<file path="src/rtl/mult_pkg.sv">
// rtl/mult_pkg.sv - shared types and helpers for the radix-4 Booth multiplier
package mult_pkg;

  typedef enum logic [1:0] {
    IDLE = 2'd0,
    RUN  = 2'd1,
    DONE = 2'd2
  } state_t;

  typedef enum logic [2:0] {
    ZERO = 3'd0,
    ADD1 = 3'd1,
    ADD2 = 3'd2,
    SUB1 = 3'd3,
    SUB2 = 3'd4
  } booth_op_t;

  function automatic int booth_iters(input int width);
    return (width + 2) / 2;
  endfunction

  // Triple is {q[2i+1], q[2i], q[2i-1]} of the recoded multiplier.
  function automatic booth_op_t booth_decode(input logic [2:0] triple);
    case (triple)
      3'b001, 3'b010: return ADD1;
      3'b011:         return ADD2;
      3'b100:         return SUB2;
      3'b101, 3'b110: return SUB1;
      default:        return ZERO;
    endcase
  endfunction

endpackage

</file>
<file path="src/rtl/booth_r4_step.sv">
// rtl/booth_r4_step.sv - one combinational radix-4 Booth step: add/sub on the
// upper accumulator field, then arithmetic shift of the product register by 2.
module booth_r4_step #(
  parameter int E = 34
) (
  input  logic [2*E:0] p,
  input  logic [E-1:0] mext,
  output logic [2*E:0] p_next
);
  import mult_pkg::*;

  booth_op_t    op;
  logic [E-1:0] addend;
  logic         cin;
  logic [E-1:0] hi_sum;
  logic [2*E:0] summed;

  always_comb begin
    op     = booth_decode(p[2:0]);
    addend = '0;
    cin    = 1'b0;
    case (op)
      ADD1: addend = mext;
      ADD2: addend = {mext[E-2:0], 1'b0};
      SUB1: begin
        addend = ~mext;
        cin    = 1'b1;
      end
      SUB2: begin
        addend = ~{mext[E-2:0], 1'b0};
        cin    = 1'b1;
      end
      default: addend = '0;
    endcase
    // Accumulator wraps modulo 2^E; the final shift restores the sign.
    hi_sum = p[2*E:E+1] + addend + {{(E-1){1'b0}}, cin};
    summed = {hi_sum, p[E:0]};
    p_next = {{2{summed[2*E]}}, summed[2*E:2]};
  end

endmodule

</file>
<file path="src/rtl/mult_booth_r4.sv">
// rtl/mult_booth_r4.sv - iterative radix-4 Booth multiplier, one step per clock.
// Define MULT_EARLY_EXIT_EN to finish as soon as the remaining multiplier bits are all-equal.
module mult_booth_r4 #(
  parameter int WIDTH = 32
) (
  input  logic               clock,
  input  logic               reset,
  input  logic               start,
  input  logic               is_signed,
  input  logic [WIDTH-1:0]   multiplicand,
  input  logic [WIDTH-1:0]   multiplier,
  output logic               ready,
  output logic               result_valid,
  output logic [2*WIDTH-1:0] result,
  output logic               overflow
);
  import mult_pkg::*;

  localparam int E  = WIDTH + 2;
  localparam int N  = booth_iters(WIDTH);
  localparam int RW = $clog2(N + 1);

  state_t             state;
  state_t             state_next;
  logic [2*E:0]       p;
  logic [2*E:0]       p_step;
  logic [2*E:0]       p_next;
  logic [E-1:0]       mext;
  logic [E-1:0]       mext_in;
  logic [E-1:0]       qext_in;
  logic [RW-1:0]      rem;
  logic               sgn;
  logic               early_exit;
  logic               last_step;
  logic [2*WIDTH-1:0] prod;
  logic               ovf_next;

  assign mext_in = is_signed ? {{2{multiplicand[WIDTH-1]}}, multiplicand} : {2'b00, multiplicand};
  assign qext_in = is_signed ? {{2{multiplier[WIDTH-1]}}, multiplier} : {2'b00, multiplier};

  booth_r4_step #(.E(E)) u_step (
    .p      (p),
    .mext   (mext),
    .p_next (p_step)
  );

`ifdef MULT_EARLY_EXIT_EN
  logic [2*E:0] p_exit;
  logic         all_zero;
  logic         all_one;

  // P[2*rem:0] holds only the unconsumed multiplier bits; all-equal means no more adds.
  always_comb begin
    all_zero = 1'b1;
    all_one  = 1'b1;
    for (int i = 0; i <= 2*E; i++) begin
      if (i <= 2*int'(rem)) begin
        all_zero = all_zero & ~p[i];
        all_one  = all_one & p[i];
      end
    end
    early_exit = (state == RUN) && (all_zero || all_one);
    p_exit     = $signed(p) >>> (2*int'(rem));
  end

  assign p_next = early_exit ? p_exit : p_step;
`else
  assign early_exit = 1'b0;
  assign p_next     = p_step;
`endif

  assign last_step = (rem == RW'(1)) || early_exit;

  always_comb begin
    state_next = state;
    case (state)
      IDLE:    if (start) state_next = RUN;
      RUN:     if (last_step) state_next = DONE;
      DONE:    state_next = start ? RUN : IDLE;
      default: state_next = IDLE;
    endcase
  end

  assign ready        = (state == IDLE) || (state == DONE);
  assign result_valid = (state == DONE);

  always_comb begin
    prod = p_next[2*WIDTH:1];
    if (sgn)
      ovf_next = !((&prod[2*WIDTH-1:WIDTH-1]) || !(|prod[2*WIDTH-1:WIDTH-1]));
    else
      ovf_next = |prod[2*WIDTH-1:WIDTH];
  end

  always_ff @(posedge clock) begin
    if (!reset) begin
      state    <= IDLE;
      p        <= '0;
      mext     <= '0;
      rem      <= '0;
      sgn      <= 1'b0;
      result   <= '0;
      overflow <= 1'b0;
    end else begin
      state <= state_next;
      if (ready && start) begin
        p    <= {{E{1'b0}}, qext_in, 1'b0};
        mext <= mext_in;
        rem  <= RW'(N);
        sgn  <= is_signed;
      end else if (state == RUN) begin
        p   <= p_next;
        rem <= rem - RW'(1);
        if (last_step) begin
          result   <= prod;
          overflow <= ovf_next;
        end
      end
    end
  end

endmodule

</file>
<file path="config.mk">
export PLATFORM = sky130hd
export DESIGN_NAME = mult_booth_r4
export DESIGN_NICKNAME = d
export VERILOG_FILES = /design/src/rtl/mult_pkg.sv /design/src/rtl/booth_r4_step.sv /design/src/rtl/mult_booth_r4.sv
export SDC_FILE = /design/constraint.sdc
export NUM_CORES = 1
export LEC_CHECK = 0
export ABC_CLOCK_PERIOD_IN_PS = 5700
export BUFFER_PORTS_ARGS = -buffer_cell sky130_fd_sc_hd__buf_4
export CORE_ASPECT_RATIO = 1.2
export CORE_MARGIN = 1
export CORE_UTILIZATION = 58
export DETAILED_ROUTE_END_ITERATION = 16
export GPL_TIMING_DRIVEN = 0
export PLACE_DENSITY = 0.9
export SYNTH_ARGS = -nofsm -noshare
export SYNTH_HDL_FRONTEND = slang
export SYNTH_SLANG_ARGS = --single-unit
</file>
<file path="constraint.sdc">
create_clock -name clock -period 5.7 [get_ports clock]
set_input_delay 1.14 -clock clock [delete_from_list [all_inputs] [get_ports clock]]
set_output_delay 1.14 -clock clock [all_outputs]
set_load 0.02 [all_outputs]
</file>
Yosys cells after proc, flatten, opt, wreduce, memory -nomap -nowiden
Index checks and enable logic that the tools add are counted.
W data, S select, Z words.
{"block": "classes", "bitwise": 4, "n_reduce_logical": 16, "eq_ne": 15, "mux": 14, "add_sub_neg": 3}
{"operator": "$pmux W34 S4", "n": 1}
{"operator": "$mux W35", "n": 2}
{"operator": "$mux W34", "n": 2}
{"operator": "$not A34 Y34", "n": 2}
{"operator": "$add A34 B1 Y34", "n": 1}
{"operator": "$add A34 B34 Y34", "n": 1}
{"operator": "$reduce_and A33 Y1", "n": 1}
{"operator": "$reduce_or A33 Y1", "n": 1}
{"operator": "$reduce_or A32 Y1", "n": 1}
{"operator": "$eq A3 B2 Y1 const B", "n": 4}
{"operator": "$eq A3 B3 Y1 const B", "n": 4}
{"operator": "$pmux W3 S4", "n": 1}
{"operator": "$mux W5", "n": 2}
{"operator": "$reduce_or A2 Y1", "n": 4}
{"operator": "$eq A3 B1 Y1 const B", "n": 2}
{"operator": "$pmux W2 S3", "n": 1}
{"operator": "$eq A5 B1 Y1 const B", "n": 1}
{"operator": "$sub A5 B1 Y5 const B", "n": 1}
{"operator": "$mux W2", "n": 2}
{"operator": "$ne A2 B2 Y1 const B", "n": 2}
{"operator": "$mux W1", "n": 3}
{"operator": "$reduce_and A3 Y1", "n": 1}
{"operator": "$eq A2 B1 Y1 const B", "n": 1}
{"operator": "$eq A2 B2 Y1 const B", "n": 1}
{"operator": "7 further kinds", "n": 10}
{"block": "totals", "elab_cells": 61, "input_bits": 68, "register_bits": 174, "out_inout_bits": 67}

Longest topological paths before layout
{"block": "depth", "depth_word": 12, "ltp_mapped": 17, "depth_no_buf": 15}

By module
From an unflattened synthesis, not the netlist that was laid out.
{"block": "unflattened", "hier_cells": 1214, "area_unflattened_um2": 9352.7}
{"mod": "mult_booth_r4", "n_inst": 1, "seq_area_each_um2": 3503.4, "area_per_inst_um2": 6378.6, "cells_each": 793}
{"mod": "booth_r4_step", "n_inst": 1, "seq_area_each_um2": 0.0, "area_per_inst_um2": 2974.1, "cells_each": 421}

Least setup slack after synthesis
Ideal clock, no wire load.
{"block": "synth_timing", "path_kind": "register -> register", "from": "reg p[2]", "to": "reg overflow", "slack_ns": 1.353, "setup_time_ns": 0.117, "period_less_slack_ns": 4.347, "required_time_ns": 5.583, "t_arrival_ns": 4.230, "n_path_buf": 3, "path_stages_with_launch": 18, "path_cell_list": "dfxtp_1 > buf_1 > buf_1 > xor2_1 > a22oi_1 > o21ai_0 > ha_1 > buf_6 > a21o_4 > a2111oi_4 > nand3_1 > a221o_1 > xor2_1 > nor4_2 > nand4_1 > or4_1 > o22ai_1 > nor2_1"}
{"block": "synth_between", "elab_chain_cells": 12, "elab_cells_between_ends": 25, "classes_between": "2 x add/sub; 10 x eq/ne; 4 x mux; 9 x reduce/logical"}
{"element": "from (decl)", "line_no": "mult_booth_r4.sv:25", "text": "logic [2*E:0] p;"}
{"element": "from (signal assigned)", "line_no": "mult_booth_r4.sv:107", "text": "p <= {{E{1'b0}}, qext_in, 1'b0};"}
{"element": "from (signal assigned)", "line_no": "mult_booth_r4.sv:112", "text": "p <= p_next;"}
{"element": "$eq A3 B3 Y1, or another cell as far along", "line_no": "mult_pkg.sv:24", "text": "case (triple)"}
{"element": "$reduce_or A2 Y1", "line_no": "mult_pkg.sv:24"}
{"element": "$pmux W3 S4 (*)", "line_no": "mult_pkg.sv:24"}
{"element": "$eq A3 B3 Y1, or another cell as far along", "line_no": "booth_r4_step.sv:22", "text": "case (op)"}
{"element": "$pmux W34 S4 or $reduce_or A2 Y1 (tied branches)"}
{"element": "$add A34 B34 Y34 or $mux W1 (tied branches)", "line_no": "booth_r4_step.sv:36, booth_r4_step.sv:22"}
{"element": "$add A34 B1 Y34 (*)", "line_no": "booth_r4_step.sv:36", "text": "hi_sum = p[2*E:E+1] + addend + {{(E-1){1'b0}}, cin};"}
{"element": "$reduce_or A33 Y1", "line_no": "mult_booth_r4.sv:90", "text": "ovf_next = !((&prod[2*WIDTH-1:WIDTH-1]) || !(|prod[2*WIDTH-1:WIDTH-1]));"}
{"element": "$logic_not A1 Y1", "line_no": "mult_booth_r4.sv:90"}
{"element": "$logic_or A1 B1 Y1", "line_no": "mult_booth_r4.sv:90"}
{"element": "$logic_not A1 Y1", "line_no": "mult_booth_r4.sv:90"}
{"element": "$mux W1 (*)", "line_no": "mult_booth_r4.sv:89", "text": "if (sgn)"}
{"element": "to (signal assigned)", "line_no": "mult_booth_r4.sv:116", "text": "overflow <= ovf_next;"}
{"element": "to (decl)", "line_no": "mult_booth_r4.sv:15", "text": "output logic overflow"}
Every way passes the cells marked *; elsewhere a longest branch is shown, timed or not.
A chain may end at the register's enable or synchronous reset.

Worst setup path in the final report
{"block": "layout_timing", "from": "reg p[1]", "to": "reg overflow"}
The elaborated chain is that of the path after synthesis.

==> impl_metrics.tcl <==
set metrics [dict create \
    clock-root-buffer "clkbuf_16" \
    placed_cell_area_mm2 0.0110 \
    grt_pass1_wl_um 47400 \
    gr-usage-all-layers_pct 35.3 \
    fin_worst_skew_ps 18.7 \
    routabilityCongestion 0.986 \
    viasPerCell 6.03 \
    rows 51 \
    crit_path_top_delay_cell "xor2_1" \
    multi_input_area_mm2 0.00582 \
    yosysWarnings 0 \
    post_synth.cell_area_avg_um2 7.88 \
    slew_headroom_pct 37.2 \
    rsz0062_at_grt "false" \
    final_cell_mix "nand2_1 (310), dfxtp_1 (173), buf_4 (135), a21boi_0 (123), clkbuf_1 (66)" \
    grt_pass1_vias 9522 \
    htree_levels 4 \
    ys_seq_area_share_pct 35.5 \
    drt_first_pass_iters 5 \
    clk_pin_slew_ps 80 \
    nets 1494 \
    ys_types 83 \
    wl_um 30000 \
    place.port_buffers 134 \
    die_h_um 144 \
    crit_required_ps 6020 \
    max_freq_mhz 183 \
    finalCritPeriodShare_pct 95.9 \
    synth-main-ff-cell "dfxtp_1" \
    syn-instance-count 1237 \
    cts_tree "yes" \
    synth-edff-count 0 \
    cts_resized 0 \
    max-cap-violations 0 \
    core_mm2 0.0163 \
    setup_tns_ps 0 \
    setup_viol 0 \
    ys_seq_elements 173 \
    die_width_um 120 \
    die_area_mm2 0.0173 \
    area_delta_synth_final_pct 19.6 \
    cts_inserted_buffers 17 \
    clock_latency_ps 450 \
    status "finished clean" \
    drc_errors 0 \
    syn-num-nets 1341 \
    hp-class "flop to flop" \
    grt_start_max_net_pins 19 \
    wl_per_cell_um 18.6 \
    max_stage_delay_ps 780 \
    p_leak_nw 4.75 \
    fin_area_mm2 0.0117 \
    async_flop_share_pct 0 \
    drive_above_1_share_pct 14.4 \
    initial_utilization_pct 59.7 \
    via_count 9741 \
    hold_viol 0 \
    overflow 0 \
    cts_setup_buffers 0 \
    fillers 1312 \
    ff_latch_area_mm2 0.00346 \
    dpl.hpwl_um 22600 \
    clockBufferDepth 2 \
    powerDensity_mw_per_mm2 271 \
    layout_commonest_cell "nand2_1" \
    critPathMaxFanout 10 \
    drt_iter0_drc 759 \
    path_class "flop to flop" \
    antenna_cells 0 \
    io_pins 135 \
    cts_sinks 173 \
    fin_util_pct 71.3 \
    hold_buffers 0 \
    startpoint_type "flop" \
    period_minus_slack_ps 5470 \
    antenna_found_initial 0 \
    power.total_mw 3.16 \
    crit_arrival_ps 5790 \
    ant_nets 0 \
    end_kind "flop" \
    drv_slew 0 \
    ir_worst_vdd_mv 0.212 \
    crit_path_cell_trace "xor2_1 -> clkbuf_1 -> a22oi_1 -> o21ai_0 -> ha_1 -> a2111oi_1 -> o2111a_1 -> nor3_1 -> or2_2 -> o21ai_0 -> nand4_1 -> or4_1 -> o22ai_1 -> nor2_1" \
    synth_area_mm2 0.00975 \
    cpMostUsedCell "o21ai_0" \
    tightest_slew_ps 939 \
]
-- per-stage QoR --
stage | hold slack (ps) | instances | setup WS [ps]
CTS | 461 | 1615 | 200
global placement | 444 | 1583 | 277
finish | 463 | 1615 | 234
floorplan | 436 | 1237 | 1350
detailed placement | 451 | 1583 | 240
global route | 475 | 1615 | 148
-- layout make-up --
| type | count | share of cell area, % |
|---|---|---|
| multi-input combinational | 956 | 50.0 |
| sequential | 173 | 29.7 |
| timing repair buffer | 134 | 8.63 |
| clock buffer | 18 | 3.77 |
| buffer | 90 | 3.39 |
| tap | 212 | 2.28 |
| clock inverter | 14 | 1.66 |
| inverter | 18 | 0.580 |
-- power breakdown --
part / switching [mW] / internal [mW] / total (mW) / leakage (nW)
clock network: 0.573 / 0.685 / 1.26 / 0.307
registers: 0.0491 / 1.26 / 1.31 / 1.41
logic: 0.373 / 0.217 / 0.590 / 3.03
-- routing by layer --
metal,GRT usage (%),vias to the layer above,part of all wire [%]
li1,-,4673,-
met1,40.6,4595,40
met2,61.4,390,49
met3,8.16,83,7.2
met4,17.4,0,4.2
met5,0,-,0
-- state kept, by name, summed over array words and instances (netlist names) --
signal    cells
p            67
mext         33
state         2
rem           5
overflow      1
result       64
sgn           1
-- critical path: cells and delay by family (launching register included) --
family | cells | cell delay, ps
AO/OA/AOI/OAI | 6 | 2090
AND/OR/NAND/NOR | 5 | 1200
XOR/XNOR | 1 | 780
buffers and inverters | 1 | 480
flip-flops | 1 | 470
adder cells (fa/ha/maj) | 1 | 320
-- synth_stat cells, types with 12 or more instances --
library cell | n | share of area, %
a21oi_1 | 62 | 3.2
dfxtp_1 | 173 | 36
a21o_1 | 12 | 0.92
a22oi_1 | 65 | 5.0
xnor2_1 | 15 | 1.3
ha_1 | 34 | 4.4
nand2_1 | 310 | 12
xor2_1 | 40 | 3.6
nor3_1 | 14 | 0.72
nor2_1 | 36 | 1.4
clkbuf_1 | 66 | 2.5
a21boi_0 | 123 | 9.5
inv_1 | 18 | 0.69
o21ai_0 | 54 | 2.8
nand3_1 | 18 | 0.92
nand4_1 | 12 | 0.77
-- path summary, 6_finish.rpt --
kind / start / end / slack (ps) / depth (start not counted)
max: p[1] / overflow / 230 / 14
min: p[35] / p[35] / 460 / 2
max reg2reg: p[1] / overflow / 230 / 14
min reg2reg: p[35] / p[35] / 460 / 2
-- logic make-up (layout without fill, tap and decap cells) --
| logic type | after synthesis | in the layout | share of synthesized area, % |
|---|---|---|---|
| adder cells (fa/ha/maj) | 36 | 36 | 4.78 |
| flip-flops | 173 | 173 | 35.5 |
| buffers and inverters | 108 | 274 | 4.74 |
| AND/OR/NAND/NOR | 461 | 461 | 20.7 |
| XOR/XNOR | 55 | 55 | 4.94 |
| AO/OA/AOI/OAI | 403 | 403 | 29.2 |
| multiplexers | 1 | 1 | 0.103 |
Power figures use the tool's default switching activity.
